[src/rtl/if_fetch.sv]
`default_nettype none
// ============================================================================
// Module   : if_fetch
// Brief    : Instruction-fetch stage. Requests instructions over a req/ack
//            handshake and hands them to decode over valid/ready.
// Revision : 1.0 - initial release
// ============================================================================
module if_fetch #(
    parameter logic [31:0] RESET_PC = 32'h0000_0000,
    parameter logic [31:0] NOP_INST = 32'h0000_0013
) (
    input  logic        clk,
    input  logic        rst,
    input  logic [1:0]  npc_op,
    input  logic        br_taken,
    input  logic [31:0] sext_ext,
    input  logic [31:0] rf_rd1,
    output logic        imem_req,
    output logic [31:0] imem_addr,
    input  logic        imem_ack,
    input  logic [31:0] imem_rdata,
    output logic [31:0] inst,
    output logic        inst_valid,
    input  logic        id_ready,
    output logic [31:0] pc,
    output logic [31:0] npc_pc4,
    output logic        halt
);

    typedef enum logic [1:0] {
        S_BOOT  = 2'd0,
        S_FETCH = 2'd1,
        S_VALID = 2'd2,
        S_HALT  = 2'd3
    } state_t;

    state_t      state_q;
    logic [31:0] pc_q;
    logic [31:0] inst_q;
    logic        req_q;
    logic        valid_q;
    logic        halt_q;
    logic [31:0] npc_d;
    logic [31:0] pc4;

    assign pc4 = pc_q + 32'd4;

    always_comb begin
        npc_d = pc4;
        case (npc_op)
            2'b00:   npc_d = pc4;
            2'b01:   npc_d = br_taken ? (pc_q + sext_ext) : pc4;
            2'b10:   npc_d = pc_q + sext_ext;
            default: npc_d = (rf_rd1 + sext_ext) & 32'hFFFF_FFFE;
        endcase
    end

    // Handshake flags are registered alongside the state so they never glitch.
    always_ff @(posedge clk or negedge rst) begin
        if (!rst) begin
            state_q <= S_BOOT;
            pc_q    <= RESET_PC;
            inst_q  <= NOP_INST;
            req_q   <= 1'b0;
            valid_q <= 1'b0;
            halt_q  <= 1'b0;
        end else begin
            case (state_q)
                S_BOOT: begin
                    state_q <= S_FETCH;
                    req_q   <= 1'b1;
                end
                S_FETCH: begin
                    if (imem_ack) begin
                        inst_q  <= imem_rdata;
                        state_q <= S_VALID;
                        req_q   <= 1'b0;
                        valid_q <= 1'b1;
                    end
                end
                S_VALID: begin
                    if (id_ready) begin
                        valid_q <= 1'b0;
                        if (npc_d[1:0] != 2'b00) begin
                            state_q <= S_HALT;
                            halt_q  <= 1'b1;
                        end else begin
                            pc_q    <= npc_d;
                            inst_q  <= NOP_INST;
                            state_q <= S_FETCH;
                            req_q   <= 1'b1;
                        end
                    end
                end
                default: begin
                    state_q <= S_HALT;
                end
            endcase
        end
    end

    assign imem_req   = req_q;
    assign imem_addr  = pc_q;
    assign inst       = inst_q;
    assign inst_valid = valid_q;
    assign pc         = pc_q;
    assign npc_pc4    = pc4;
    assign halt       = halt_q;

endmodule
`default_nettype wire
[config.mk]
export PLATFORM = sky130hd
export DESIGN_NAME = if_fetch
export DESIGN_NICKNAME = d
export VERILOG_FILES = /design/src/rtl/if_fetch.sv
export SDC_FILE = /design/constraint.sdc
export NUM_CORES = 1
export LEC_CHECK = 0
export CAP_MARGIN = 20
export CORE_UTILIZATION = 40
export DETAILED_ROUTE_END_ITERATION = 12
export DONT_BUFFER_PORTS = 1
export HOLD_SLACK_MARGIN = 0.03
export PLACE_DENSITY = 0.5
export SLEW_MARGIN = 20
export SYNTH_ARGS = -nofsm -noshare
export SYNTH_HDL_FRONTEND = slang
export SYNTH_SLANG_ARGS = --single-unit
[constraint.sdc]
create_clock -name clk -period 4 [get_ports clk]
set_clock_uncertainty 0.2 [all_clocks]
set_input_delay 0.8 -clock clk [delete_from_list [all_inputs] [get_ports clk]]
set_output_delay 0.8 -clock clk [all_outputs]
set_load 0.05 [all_outputs]
Word level (Yosys, flattened, before mapping)
Index checks and enable logic that the tools add are counted.
{ "totals": {"register_bits": 69, "romBits": 0, "word_cells": 45, "latch_bits": 0, "memories": 0, "ram_bits": 0, "inputBits": 103} }
{ "classes": {"reduce_logical": 11, "n_mul": 0, "n_addsub": 3, "n_eq_ne": 7, "n_div": 0, "bitwise_logic": 1, "n_shift": 0, "n_lt_le_gt_ge": 0, "mux": 17} }
{ "ops": {"columns": ["op", "n"], "rows": [
  ["$mux W32", 4],
  ["$pmux W32 S3", 1],
  ["$add A32 B32 Y32", 2],
  ["$pmux W32 S2", 1],
  ["$add A32 B3 Y32 const B", 1],
  ["$reduce_and A3 Y1", 3],
  ["$reduce_and A4 Y1", 2],
  ["$mux W2", 3],
  ["$ne A2 B2 Y1 const B", 3],
  ["$pmux W2 S3", 1],
  ["$mux W1", 5],
  ["$eq A2 B1 Y1 const B", 2],
  ["$eq A2 B2 Y1 const B", 2],
  ["$logic_not A2 Y1", 2],
  ["$reduce_bool A2 Y1", 2],
  ["$pmux W1 S3", 1],
  ["$reduce_bool A3 Y1", 1],
  ["$pmux W1 S2", 1],
  ["$reduce_and A2 Y1", 1],
  ["$not A1 Y1", 1]
]} }

Depth between registers and ports, before layout
{ "depth": {"word_depth": 7, "depth_mapped": 12} }

Worst setup path before layout
OpenSTA, ideal clock, no wires.
{ "synth_timing": {"kind": "register to output", "start": "register pc_q[4] (netlist: imem_addr[4])", "end": "output port npc_pc4[27]", "setup_slack_ps": 246, "n_path_buf": 0, "t_arrival_ps": 2754, "t_required_ps": 3000, "stages_incl_launch_ff": 7, "cell_sequence": "dfrtp_1 -> nand3_1 -> nor2_1 -> and3_1 -> nor2b_1 -> nand4_1 -> xnor2_1"} }
{ "synth_via": {"elab_chain_cells": 1} }
{ "synth_lines": {"columns": ["item", "line", "rtl"], "rows": [
  ["start: declaration", "38", "logic [31:0] pc_q;"],
  ["start signal: assignment", "88", "pc_q <= npc_d;"],
  ["$add A32 B3 Y32", "46", "assign pc4 = pc_q + 32'd4;"],
  ["end: declaration", "26", "output logic [31:0] npc_pc4,"]
]} }
No other way between the ends.

Worst setup path after layout
{ "layout_timing": {"start": "register pc_q[3] (netlist: imem_addr[3])", "end": "output port npc_pc4[30]"} }
Same word-level chain as after synthesis.

==> flow_metrics.env <==
export IMPL_cpMostUsedCell="nand2_1"
export IMPL_tns_ns=0
export IMPL_syn_nets=1044
export IMPL_worst_pin_slew_ns=0.855
export IMPL_via_per_inst=6.11
export IMPL_hold_viol_final=0
export IMPL_cp_slowest_cell="dfrtp_1"
export IMPL_cts_root_buf="clkbuf_16"
export IMPL_slew_headroom_pct=42.9
export IMPL_wirelength_um=25300
export IMPL_rsz0062_at_grt="false"
export IMPL_dieWidth_um=135
export IMPL_io_pins=234
export IMPL_cts_num_sinks=69
export IMPL_yosys_top_cells_count="88 x nand2_1, 81 x a21oi_1, 69 x nor2_1"
export IMPL_fp_coreArea_mm2=0.0173
export IMPL_firstDrtPassIters=5
export IMPL_min_path_type="primary input to asynchronous set/reset pin"
export IMPL_muxShareOfSynthArea_pct=0.705
export IMPL_cts_clk_slew_worst_paths_ns=0.06
export IMPL_yosys_cell_count_top_type="nand2_1"
export IMPL_status="finished clean"
export IMPL_placedCellCount=1106
export IMPL_finalSetupViolCount=0
export IMPL_crit_buf_inv=1
export IMPL_drive_gt1_share_pct=12.8
export IMPL_crit_fanout=7
export IMPL_place_gp_congestion=0.910
export IMPL_die_area_mm2=0.0183
export IMPL_netlist_area_mm2=0.00710
export IMPL_htreeDepth=3
export IMPL_critical_path_class="flop to primary output"
export IMPL_cp_required_ns=3.00
export IMPL_synthSimpleGateAreaFrac_pct=18.2
export IMPL_endpoint_kind="primary output"
export IMPL_ys_seq_area_share_pct=24.4
export IMPL_insertion_delay_ns=0.34
export IMPL_p_leak_nw=3.68
export IMPL_ir_drop_v=0.000368
export IMPL_synth_seq_cells=69
export IMPL_synth_adder_area_share_pct=11.5
export IMPL_yosys_warnings=0
export IMPL_grt_use_total_pct=27.3
export IMPL_worstPathCellList="ha_1 -> nand2_1 -> nor2_1 -> nand3_1 -> nor2_2 -> nand2_1 -> xnor2_1 -> buf_4"
export IMPL_grt_pass1_wl_um=38000
export IMPL_cts_buffer_depth=2
export IMPL_ys_flop_type="dfrtp_1"
export IMPL_ant_nets=0
export IMPL_fin_crit_sh_pct=95.9
export IMPL_yosysTopAreaCellShare_pct=23.3
export IMPL_grt_ovfl_total=0
export IMPL_die_y_um=135
export IMPL_cp_slowest_stage_delay_ns=0.44
export IMPL_vias=6861
export IMPL_yosys_area_top_type="dfrtp_1"
export IMPL_fin_cells=1123
export IMPL_synth_area_per_cell_um2=8.09
export IMPL_drc_errors=0
export IMPL_synth_top_family_by_area="compound AO/OA/AOI/OAI gates"
export IMPL_antenna_found_initial=0
export IMPL_portBuffers=0
export IMPL_synth_area_leaders="dfrtp_1 23%, ha_1 11%, xnor2_1 6.5%"
export IMPL_finalNetCount=1060
export IMPL_dp_hpwl_um=19800
export IMPL_diodes=0
export IMPL_synth_compound_area_share_pct=28.9
export IMPL_first_global_vias=6675
export IMPL_synth_edf_count=0
export IMPL_ys_async_sr_fraction_pct=100
export IMPL_max_freq_mhz=261
export IMPL_grt_max_degree=67
export IMPL_crit_family="simple AND/OR/NAND/NOR gates"
export IMPL_wl_per_cell_um=22.5
export IMPL_ys_types=75
export IMPL_synthXorXnorAreaFrac_pct=9.75
export IMPL_n_fill_cell=1770
export IMPL_crit_arrival_ns=2.84
export IMPL_crit_path_start_kind="flop"
export IMPL_total_power_mw=5.49
export IMPL_area_growth_pct=11.1
export IMPL_initial_core_util_pct=41.0
export IMPL_synth_cells=877
export IMPL_maxCapViolations=0
export IMPL_cts_tree="yes"
export IMPL_powerDensity_mw_per_mm2=695
export IMPL_fin_crit_ns=3.84
export IMPL_cts_buffers=9
export IMPL_num_rows=48
export IMPL_dr_first_iter_drc_count=438
export IMPL_drv_slew=0
-- routing by layer --
metal	track usage [%]	up-vias	wire (µm)
li1	-	3229	-
met1	35.9	3257	11100
met2	44.3	336	11500
met3	5.31	39	2020
met4	9.49	0	602
met5	0	-	0
-- registers in the layout, summed over array words and instances (netlist names) --
register	count
inst	32
state_q	2
inst_valid	1
imem_req	1
imem_addr	32
halt	1
-- placed cells by master (no fill, tap or decap), types with 7 or more instances in the layout --
| master | Yosys | routed |
|---|---|---|
| nand2_1 | 88 | 88 |
| xnor2_1 | 53 | 53 |
| nand3_1 | 26 | 25 |
| clkbuf_16 | 0 | 9 |
| and3_1 | 19 | 19 |
| a21o_1 | 30 | 30 |
| ha_1 | 62 | 62 |
| nor2b_1 | 10 | 10 |
| o21ai_0 | 53 | 53 |
| nand2b_1 | 10 | 10 |
| dfrtp_1 | 66 | 66 |
| inv_1 | 16 | 16 |
| a31oi_1 | 7 | 7 |
| nor2_1 | 69 | 68 |
| xor2_1 | 26 | 26 |
| a211oi_1 | 9 | 9 |
| a221oi_1 | 17 | 17 |
| nand4_1 | 14 | 14 |
| o21a_1 | 7 | 7 |
| o21bai_1 | 9 | 9 |
| buf_4 | 34 | 75 |
| a21oi_1 | 81 | 80 |
| a22o_1 | 29 | 29 |
| nor3_1 | 11 | 11 |
-- what timing repair did --
item,4_1_cts,5_1_grt
endpoints found under the hold margin,66,0
resized for setup,0,0
hold buffers,1,0
setup buffers,0,0
-- worst paths after layout --
check	endpoint	slack, ns	startpoint	cells past startpoint
min in group clk	imem_req	0.36	state_q[0]	1
max	npc_pc4[30]	0.16	imem_addr[3]	8
min reg2reg	imem_req	0.36	state_q[0]	1
max in group asynchronous	imem_addr[9]	3.17	rst	1
min	inst[4]	0.10	rst	0
max reg2reg	imem_addr[31]	0.64	imem_addr[2]	11
-- logic make-up after synthesis --
group,Yosys count
multiplexers,5
AO/OA/AOI/OAI,300
adder cells (fa/ha/maj),64
AND/OR/NAND/NOR,273
buffers and inverters,87
XOR/XNOR,79
flip-flops,69
-- per-stage QoR --
| step | worst slack (ns) | area (µm²) | hold slack (ns) | utilization [%] |
|---|---|---|---|---|
| 2_1_floorplan | 0.246 | 7100 | 0.304 | - |
| 3_3_place_gp | 0.310 | 7550 | 0.306 | 43.6 |
| 3_5_place_dp | 0.361 | 7550 | 0.306 | 43.6 |
| 4_1_cts | 0.214 | 7880 | 0.0910 | 45.6 |
| 5_1_grt | 0.0956 | 7890 | 0.0917 | 45.6 |
| 6_report | 0.164 | 7890 | 0.104 | 45.6 |
-- report_power, final --
group          total, mW  switching, mW  internal [mW]
clock network      0.841          0.349          0.493
registers           1.74          0.791          0.947
logic               2.91           2.00          0.904
total               5.49           3.14           2.34
-- layout make-up --
type                    count  area, µm²  share of cell area (%)
flip-flops and latches     69       1730                    21.9
repair buffers             76        591                    7.49
multi-input cells         721       4920                    62.3
inverters                  16       60.1                   0.761
clock inverters             7       82.6                    1.05
well taps                 225        282                    3.57
clock buffers               9        225                    2.85
(Power assumes the default switching activity.)
